==> config.mk <==
export PLATFORM = sky130hd
export DESIGN_NAME = axi2mem_rd_channel_np_flat
export DESIGN_NICKNAME = d
export VERILOG_FILES = /design/src/rtl/axi2mem_rd_channel_np_if.sv /design/src/rtl/axi2mem_rd_channel_np.sv /design/src/flat_wrapper.sv
export SDC_FILE = /design/constraint.sdc
export NUM_CORES = 1
export LEC_CHECK = 0
export CAP_MARGIN = 20
export CORE_MARGIN = 2
export CORE_UTILIZATION = 40
export CTS_CLUSTER_DIAMETER = 60
export DETAILED_ROUTE_END_ITERATION = 12
export PLACE_DENSITY_LB_ADDON = 0.2
export RECOVER_POWER = 100
export SLEW_MARGIN = 20
export SYNTH_ARGS = -nofsm -noshare
export SYNTH_HDL_FRONTEND = slang
export SYNTH_SLANG_ARGS = --single-unit
==> constraint.sdc <==
create_clock -name clk_i -period 5.8 [get_ports clk_i]
set_input_delay 1.16 -clock clk_i [delete_from_list [all_inputs] [get_ports clk_i]]
set_output_delay 1.16 -clock clk_i [all_outputs]
set_load 0.1 [all_outputs]
==> src/rtl/axi2mem_rd_channel_np_if.sv <==
// rtl/axi2mem_rd_channel_np_if.sv - AXI4 AR/R channel bundle for the axi2mem read front end
interface axi2mem_rd_channel_np_if #(
   parameter int unsigned ADDR_WIDTH = 32,
   parameter int unsigned DATA_WIDTH = 64,
   parameter int unsigned ID_WIDTH   = 3,
   parameter int unsigned USER_WIDTH = 6
);
   logic                  ar_valid;
   logic                  ar_ready;
   logic [ADDR_WIDTH-1:0] ar_addr;
   logic [7:0]            ar_len;
   logic [2:0]            ar_size;
   logic [1:0]            ar_burst;
   logic [ID_WIDTH-1:0]   ar_id;

   logic                  r_valid;
   logic                  r_ready;
   logic [DATA_WIDTH-1:0] r_data;
   logic [1:0]            r_resp;
   logic                  r_last;
   logic [ID_WIDTH-1:0]   r_id;
   logic [USER_WIDTH-1:0] r_user;

   modport slave (
      input  ar_valid, ar_addr, ar_len, ar_size, ar_burst, ar_id, r_ready,
      output ar_ready, r_valid, r_data, r_resp, r_last, r_id, r_user
   );

   modport master (
      output ar_valid, ar_addr, ar_len, ar_size, ar_burst, ar_id, r_ready,
      input  ar_ready, r_valid, r_data, r_resp, r_last, r_id, r_user
   );
endinterface

==> src/rtl/axi2mem_rd_channel_np.sv <==
// rtl/axi2mem_rd_channel_np.sv - AXI4 read burst splitter onto NB_PORTS TCDM ports with in-order R return
module axi2mem_rd_channel_np #(
   parameter int unsigned AXI_ADDR_WIDTH = 32,
   parameter int unsigned AXI_DATA_WIDTH = 64,
   parameter int unsigned AXI_ID_WIDTH   = 3,
   parameter int unsigned AXI_USER_WIDTH = 6,
   parameter int unsigned NB_PORTS       = 2,
   parameter int unsigned ID_FIFO_DEPTH  = 4
) (
   input  logic                                   clk_i,
   input  logic                                   rst_ni,
   input  logic                                   test_en_i,
   axi2mem_rd_channel_np_if.slave                 axi,
   output logic [NB_PORTS-1:0]                    trans_req_o,
   output logic [NB_PORTS-1:0][31:0]              trans_add_o,
   output logic [NB_PORTS-1:0][3:0]               trans_be_o,
   output logic [NB_PORTS-1:0]                    trans_last_o,
   output logic [NB_PORTS-1:0][AXI_ID_WIDTH-1:0]  trans_id_o,
   input  logic [NB_PORTS-1:0]                    trans_gnt_i,
   input  logic [AXI_DATA_WIDTH-1:0]              data_dat_i,
   input  logic                                   data_valid_i,
   input  logic                                   data_last_i,
   output logic                                   data_req_o
);
   localparam int MAX_SIZE = $clog2(AXI_DATA_WIDTH / 8);
   localparam int BYTES    = AXI_DATA_WIDTH / 8;
   localparam int BW       = MAX_SIZE + 1;
   localparam int AW       = AXI_ADDR_WIDTH;
   localparam int PTR_W    = $clog2(ID_FIFO_DEPTH);

   typedef enum logic [1:0] {IDLE, RUN, DRAIN, ERR} state_e;

   state_e                  state_q, state_d;
   logic [AW-1:0]           addr_q, addr_d;
   logic [7:0]              len_q, len_d, cnt_q, cnt_d, err_cnt_q, err_cnt_d;
   logic [2:0]              size_q, size_d;
   logic [1:0]              burst_q, burst_d;
   logic [AXI_ID_WIDTH-1:0] id_q, id_d;

   logic [AXI_ID_WIDTH-1:0] fifo_mem [ID_FIFO_DEPTH];
   logic [PTR_W-1:0]        wptr_q, rptr_q;
   logic [PTR_W:0]          count_q;
   logic                    fifo_full, fifo_empty, push, pop;

   logic                    all_gnt, ar_illegal, ar_ready_s, issue, last;
   logic [AW-1:0]           size_mask_ar, start_ar, beat_addr, word_base;
   logic [2:0]              cur_size;
   logic [AXI_ID_WIDTH-1:0] cur_id;
   logic [BW-1:0]           lo, hi;
   logic [BYTES-1:0]        byte_mask;
   logic [AXI_DATA_WIDTH-1:0] err_data, r_data_s;
   logic                    r_valid_s, r_last_s, data_req_s;
   logic [1:0]              r_resp_s;
   logic                    unused_test_en;

   assign unused_test_en = test_en_i;

   // Beat i of a burst; WRAP keeps the upper bits and wraps the offset inside the wrap window.
   function automatic logic [AW-1:0] beat_addr_f(input logic [AW-1:0] start, input logic [7:0] len,
                                                 input logic [2:0] size, input logic [1:0] burst,
                                                 input logic [7:0] idx);
      logic [AW-1:0] incr, bound_m1;
      incr     = start + (AW'(idx) << size);
      bound_m1 = ((AW'(len) + AW'(1)) << size) - AW'(1);
      case (burst)
         2'b00:   return start;
         2'b10:   return (start & ~bound_m1) | (incr & bound_m1);
         default: return incr;
      endcase
   endfunction

   assign all_gnt      = &trans_gnt_i;
   assign fifo_full    = (count_q == (PTR_W+1)'(ID_FIFO_DEPTH));
   assign fifo_empty   = (count_q == '0);
   assign size_mask_ar = (AW'(1) << axi.ar_size) - AW'(1);
   assign start_ar     = axi.ar_addr & ~size_mask_ar;
   assign ar_illegal   = (axi.ar_burst == 2'b11) || (int'(axi.ar_size) > MAX_SIZE) ||
                         ((axi.ar_burst == 2'b10) &&
                          (!(axi.ar_len inside {8'd1, 8'd3, 8'd7, 8'd15}) ||
                           ((axi.ar_addr & size_mask_ar) != '0)));

   always_comb begin
      beat_addr = start_ar;
      cur_size  = axi.ar_size;
      cur_id    = axi.ar_id;
      if (state_q == RUN) begin
         beat_addr = beat_addr_f(addr_q, len_q, size_q, burst_q, cnt_q + 8'd1);
         cur_size  = size_q;
         cur_id    = id_q;
      end
   end

   assign word_base = {beat_addr[AW-1:MAX_SIZE], {MAX_SIZE{1'b0}}};
   assign lo        = {1'b0, beat_addr[MAX_SIZE-1:0]};
   assign hi        = lo + (BW'(1) << cur_size);

   always_comb begin
      byte_mask = '0;
      for (int j = 0; j < BYTES; j++) begin
         byte_mask[j] = (BW'(j) >= lo) && (BW'(j) < hi);
      end
   end

   for (genvar k = 0; k < NB_PORTS; k++) begin : g_port
      assign trans_req_o[k]  = issue;
      assign trans_last_o[k] = last;
      assign trans_id_o[k]   = cur_id;
      assign trans_add_o[k]  = 32'(word_base) + 32'(4 * k);
      assign trans_be_o[k]   = byte_mask[4*k +: 4];
      assign err_data[32*k +: 32] = (k % 2 == 0) ? 32'hDEAD_BEEF : 32'hCA11_AB1E;
   end

   always_comb begin
      state_d    = state_q;
      addr_d     = addr_q;
      len_d      = len_q;
      size_d     = size_q;
      burst_d    = burst_q;
      id_d       = id_q;
      cnt_d      = cnt_q;
      err_cnt_d  = err_cnt_q;
      ar_ready_s = 1'b0;
      issue      = 1'b0;
      last       = 1'b0;
      push       = 1'b0;
      r_valid_s  = data_valid_i;
      r_data_s   = data_dat_i;
      r_last_s   = data_last_i;
      r_resp_s   = 2'b00;
      data_req_s = data_valid_i & axi.r_ready;
      case (state_q)
         IDLE: begin
            ar_ready_s = !fifo_full && ((!ar_illegal && all_gnt) || (ar_illegal && fifo_empty));
            if (axi.ar_valid) begin
               if (!ar_illegal) begin
                  if (ar_ready_s) begin
                     issue = 1'b1;
                     push  = 1'b1;
                     if (axi.ar_len == 8'd0) begin
                        last = 1'b1;
                     end else begin
                        addr_d  = start_ar;
                        len_d   = axi.ar_len;
                        size_d  = axi.ar_size;
                        burst_d = axi.ar_burst;
                        id_d    = axi.ar_id;
                        cnt_d   = 8'd0;
                        state_d = RUN;
                     end
                  end
               end else if (!fifo_empty) begin
                  state_d = DRAIN;
               end else if (ar_ready_s) begin
                  push      = 1'b1;
                  err_cnt_d = axi.ar_len;
                  state_d   = ERR;
               end
            end
         end
         RUN: begin
            if (all_gnt) begin
               issue = 1'b1;
               cnt_d = cnt_q + 8'd1;
               if ((cnt_q + 8'd1) == len_q) begin
                  last    = 1'b1;
                  state_d = IDLE;
               end
            end
         end
         DRAIN: begin
            if (fifo_empty) state_d = IDLE;
         end
         ERR: begin
            r_valid_s  = 1'b1;
            r_data_s   = err_data;
            r_last_s   = (err_cnt_q == 8'd0);
            r_resp_s   = 2'b10;
            data_req_s = 1'b0;
            if (axi.r_ready) begin
               if (err_cnt_q == 8'd0) state_d = IDLE;
               else                   err_cnt_d = err_cnt_q - 8'd1;
            end
         end
         default: state_d = IDLE;
      endcase
   end

   assign pop           = r_valid_s && axi.r_ready && r_last_s && !fifo_empty;
   assign axi.ar_ready  = ar_ready_s;
   assign axi.r_valid   = r_valid_s;
   assign axi.r_data    = r_data_s;
   assign axi.r_last    = r_last_s;
   assign axi.r_resp    = r_resp_s;
   assign axi.r_id      = fifo_mem[rptr_q];
   assign axi.r_user    = '0;
   assign data_req_o    = data_req_s;

   always_ff @(posedge clk_i) begin
      if (push) fifo_mem[wptr_q] <= axi.ar_id;
   end

   always_ff @(posedge clk_i or negedge rst_ni) begin
      if (!rst_ni) begin
         state_q   <= IDLE;
         addr_q    <= '0;
         len_q     <= '0;
         size_q    <= '0;
         burst_q   <= '0;
         id_q      <= '0;
         cnt_q     <= '0;
         err_cnt_q <= '0;
         wptr_q    <= '0;
         rptr_q    <= '0;
         count_q   <= '0;
      end else begin
         state_q   <= state_d;
         addr_q    <= addr_d;
         len_q     <= len_d;
         size_q    <= size_d;
         burst_q   <= burst_d;
         id_q      <= id_d;
         cnt_q     <= cnt_d;
         err_cnt_q <= err_cnt_d;
         if (push) wptr_q <= wptr_q + PTR_W'(1);
         if (pop)  rptr_q <= rptr_q + PTR_W'(1);
         case ({push, pop})
            2'b10:   count_q <= count_q + (PTR_W+1)'(1);
            2'b01:   count_q <= count_q - (PTR_W+1)'(1);
            default: count_q <= count_q;
         endcase
      end
   end
endmodule

==> src/flat_wrapper.sv <==
// flat-port wrapper written by rule: the top's interface ports become plain ports
module axi2mem_rd_channel_np_flat 
#(
   parameter int unsigned AXI_ADDR_WIDTH = 32,
   parameter int unsigned AXI_DATA_WIDTH = 64,
   parameter int unsigned AXI_ID_WIDTH   = 3,
   parameter int unsigned AXI_USER_WIDTH = 6,
   parameter int unsigned NB_PORTS       = 2,
   parameter int unsigned ID_FIFO_DEPTH  = 4
)
  (clk_i, rst_ni, test_en_i, trans_req_o, trans_add_o, trans_be_o, trans_last_o, trans_id_o, trans_gnt_i, data_dat_i, data_valid_i, data_last_i, data_req_o, axi_ar_valid, axi_ar_addr, axi_ar_len, axi_ar_size, axi_ar_burst, axi_ar_id, axi_r_ready, axi_ar_ready, axi_r_valid, axi_r_data, axi_r_resp, axi_r_last, axi_r_id, axi_r_user);
  axi2mem_rd_channel_np_if #(.ADDR_WIDTH(32), .DATA_WIDTH(64), .ID_WIDTH(3), .USER_WIDTH(6)) axi_i ();
  input  logic clk_i;
  input  logic rst_ni;
  input  logic test_en_i;
  output logic [NB_PORTS-1:0] trans_req_o;
  output logic [NB_PORTS-1:0][31:0] trans_add_o;
  output logic [NB_PORTS-1:0][3:0] trans_be_o;
  output logic [NB_PORTS-1:0] trans_last_o;
  output logic [NB_PORTS-1:0][AXI_ID_WIDTH-1:0] trans_id_o;
  input  logic [NB_PORTS-1:0] trans_gnt_i;
  input  logic [AXI_DATA_WIDTH-1:0] data_dat_i;
  input  logic data_valid_i;
  input  logic data_last_i;
  output logic data_req_o;
  input wire logic [$bits(axi_i.ar_valid)-1:0] axi_ar_valid;
  input wire logic [$bits(axi_i.ar_addr)-1:0] axi_ar_addr;
  input wire logic [$bits(axi_i.ar_len)-1:0] axi_ar_len;
  input wire logic [$bits(axi_i.ar_size)-1:0] axi_ar_size;
  input wire logic [$bits(axi_i.ar_burst)-1:0] axi_ar_burst;
  input wire logic [$bits(axi_i.ar_id)-1:0] axi_ar_id;
  input wire logic [$bits(axi_i.r_ready)-1:0] axi_r_ready;
  output wire logic [$bits(axi_i.ar_ready)-1:0] axi_ar_ready;
  output wire logic [$bits(axi_i.r_valid)-1:0] axi_r_valid;
  output wire logic [$bits(axi_i.r_data)-1:0] axi_r_data;
  output wire logic [$bits(axi_i.r_resp)-1:0] axi_r_resp;
  output wire logic [$bits(axi_i.r_last)-1:0] axi_r_last;
  output wire logic [$bits(axi_i.r_id)-1:0] axi_r_id;
  output wire logic [$bits(axi_i.r_user)-1:0] axi_r_user;
  assign axi_i.ar_valid = axi_ar_valid;
  assign axi_i.ar_addr = axi_ar_addr;
  assign axi_i.ar_len = axi_ar_len;
  assign axi_i.ar_size = axi_ar_size;
  assign axi_i.ar_burst = axi_ar_burst;
  assign axi_i.ar_id = axi_ar_id;
  assign axi_i.r_ready = axi_r_ready;
  assign axi_ar_ready = axi_i.ar_ready;
  assign axi_r_valid = axi_i.r_valid;
  assign axi_r_data = axi_i.r_data;
  assign axi_r_resp = axi_i.r_resp;
  assign axi_r_last = axi_i.r_last;
  assign axi_r_id = axi_i.r_id;
  assign axi_r_user = axi_i.r_user;
  axi2mem_rd_channel_np #(.AXI_ADDR_WIDTH(AXI_ADDR_WIDTH), .AXI_DATA_WIDTH(AXI_DATA_WIDTH), .AXI_ID_WIDTH(AXI_ID_WIDTH), .AXI_USER_WIDTH(AXI_USER_WIDTH), .NB_PORTS(NB_PORTS), .ID_FIFO_DEPTH(ID_FIFO_DEPTH)) u_core (.clk_i(clk_i), .rst_ni(rst_ni), .test_en_i(test_en_i), .axi(axi_i), .trans_req_o(trans_req_o), .trans_add_o(trans_add_o), .trans_be_o(trans_be_o), .trans_last_o(trans_last_o), .trans_id_o(trans_id_o), .trans_gnt_i(trans_gnt_i), .data_dat_i(data_dat_i), .data_valid_i(data_valid_i), .data_last_i(data_last_i), .data_req_o(data_req_o));
endmodule
==> out/results.txt <==
Period minus WS final - 5.75 ns
Slowest CP cell - or4_4
Dominant synthesized flop cell - dfrtp_1
DRC - 0
Pin count of the biggest net entering global routing - 72
Hold path cells - 2
Worst Path Max Fanout - 7
Via count - 8819
Reg-to-reg critical path endpoint - u_core.count_q[2]
Num ports - 282
Initial antenna violation count - 0
Drt pass-1 iters - 5
Final ANT Viol Nets - 0
Slew Viols, Final - 57
Initial Utilization - 40.6%
Fillers - 1788
Fmax - 174 MHz
Share of cells above drive strength 1 - 20.0%
Min-Delay Path Class - flop to flop
Worst hold start - u_core.err_cnt_q[7]
RSZ-0062 raised after global routing - yes
Failing checks - capacitance limit, slew limit
Most frequent CP cell - and3_4
Total clock sinks - 85
CTS root buffer - clkbuf_16
GR Overflow Total - 0
P&R area growth vs syn - 47.9%
Relative slew slack - -118%
Clock latency on the worst-skew pair - 0.36 ns
Async S/R FF share, synth - 85.9%
Layout Utilization - 60.0%
Commonest non-fill, non-tap cells in the layout - clkdlybuf4s50_1 (189), nand2_1 (123), buf_4 (75)
Slowest stage delay, CP - 0.42 ns
Flop2flop setup slack - 1.85 ns
Die Wd - 150 um
Num CTS Buffers - 9
Final setup viols - 0
Synth cell types - 83
Reg2reg start - u_core.state_q[1]
Crit path DAT - 4.59 ns
Worst Path Class, Setup - flop to primary output
First DRT Iteration DRCs - 464
CTS Hold Bufs - 0
Critical Path RT - 4.64 ns
Hold Vio Cnt, Final - 0
Nets - 1467
Least-Margin Pin Slew - 3.27 ns
Multi-input logic area - 0.00598 mm^2
Worst-path clk slew - 0.07 ns
Mapped cell area - 0.00848 mm^2
R2R cell count - 11
Status - complete, but fails checks
Mean Syn Cell Area - 7.85 um^2
Worst-path cell chain - and3_4 > and3_4 > nand3_4 > xnor2_2 > o21ai_2 > nor2_2 > a21oi_2 > mux2i_1 > ha_1 > nand3_2 > nor4_4 > o31ai_2 > o21bai_1 > a21o_1 > nand2_2 > o31a_4 > or4_4 > o211ai_1 > clkbuf_16
Number of diodes - 0
Die H - 150 um
GP Congestion - 0.927
Ys Warns - 0
GRT Resource Usage Total - 24.7%
Period utilization - 99.2%
IO Port Bufs - 267
Hold endpoint - u_core.err_cnt_q[7]
Number of flops mapped to enable cells by yosys - 12
Number of vias per cell - 5.54
Vias in the first global route - 8417
Sequential Area - 0.00219 mm^2
Seq/Total Area, Yosys - 25.8%
Crit end category - primary output
Avg WL per Cell - 17.8 um
Max Cap Viol - 1
Commonest non-fill, non-tap cell in the layout - clkdlybuf4s50_1
Hpwl dp - 21800 um
CP startpoint kind - flop
Area of the core - 0.0209 mm^2
First-pass GRT wire length - 43900 um
# H-tree levels - 3
#FFs+latches synth - 85
Clock buffer depth - 2
Final WL - 28300 um
Synth Instances - 1080
Final clock skew - 0.00953 ns
CTS tree - done
Die area - 0.0224 mm^2
Std cell rows - 53
## worst max-delay path, delay by kind of cell (launching register included)
family                   cells  cell delay [ns]
AND/OR/NAND/NOR              8             1.53
AO/OA/AOI/OAI                7             1.42
flip-flops                   1             0.40
multiplexers                 1             0.09
XOR/XNOR                     1             0.17
buffers and inverters        1             0.29
adder cells (fa/ha/maj)      1             0.32
## through the flow
stage	TNS (ns)	instances	setup WS [ns]	cell area [um^2]	hold WS, ns
2_1_floorplan	-1.53	1091	-0.795	8820	0.469
3_3_place_gp	0	1559	0.154	12000	0.486
3_5_place_dp	0	1559	0.0905	12000	0.498
4_1_cts	0	1580	0.00622	12300	0.512
5_1_grt	-1.23	1592	-0.154	12500	0.553
6_report	0	1592	0.0489	12500	0.505
## kinds of logic (layout without fill, tap and decap cells)
kind of cell / after synthesis / count (layout) / share of synthesized area (%)
compound gates: 269 / 270 / 20.6
xor+xnor: 44 / 44 / 4.55
fa+ha+maj: 34 / 34 / 5.28
buf+inv: 154 / 379 / 9.40
flops: 85 / 85 / 25.8
mux: 59 / 59 / 8.19
other cells: 2 / 13 / 0.0886
simple gates: 433 / 433 / 26.1
## cell usage after synthesis (all sizes together) (17+ instances only)
master  instances  area (um^2)
a21o           18          135
a21oi          56          284
a31oi          19          119
and2           33          206
buf            73          493
clkbuf         45          169
dfrtp          73         1830
ha             31          388
inv            34          128
mux2           30          342
mux2i          24          240
nand2         125          469
nand2b         52          325
nand3          53          265
nor2           68          255
nor3           18         90.1
o21ai          85          425
xnor2          27          236
xor2           17          149
## worst max-delay path by stage
stage | start | end | slack (ns) | depth (start not counted)
floorplan | axi_ar_size[2] | trans_be_o[1] | -0.79 | 13
finish | u_core.cnt_q[4] | trans_add_o[23] | 0.05 | 19
global route | u_core.cnt_q[3] | trans_add_o[55] | -0.15 | 19
global placement | axi_ar_size[2] | trans_be_o[1] | 0.15 | 13
CTS | u_core.cnt_q[0] | trans_add_o[21] | 0.006 | 17
detailed placement | u_core.cnt_q[0] | trans_add_o[53] | 0.09 | 19
## sequential cells by signal, summed over array words and instances, names as in the netlist
signal and count:
u_core.burst_q 2, u_core.state_q 2, u_core.size_q 3, u_core.wptr_q 2
u_core.err_cnt_q 8, u_core.cnt_q 8, u_core.id_q 3, u_core.addr_q 32
u_core.fifo_mem 12, u_core.len_q 8, u_core.rptr_q 2, u_core.count_q 3
## final cells by class
cell class / count / area share, %
inverters: 36 / 1.08
multi-input cells: 853 / 47.7
flip-flops and latches: 85 / 17.5
repair buffers: 327 / 28.8
clock buffers: 10 / 1.83
clock inverters: 6 / 0.379
well taps: 275 / 2.75
## metal layers
metal	wire (um)	GRT usage, %
met1	11000	29.8
met3	1810	4.30
met2	15000	45.4
met4	435	6.19
met5	0	0
## repair_timing
| item | in CTS | in global routing |
|---|---|---|
| hold endpoints to repair | 0 | 0 |
| endpoints found under the setup margin | 14 | 47 |
| setup buffers | 5 | 11 |
| gates resized for setup | 12 | 33 |
| gates cloned | 0 | 1 |
| pin swaps | 6 | 17 |
Power is left out: the tool's default activity adds up to more than one toggle a clock period on the data nets, which glitch-free logic cannot reach.
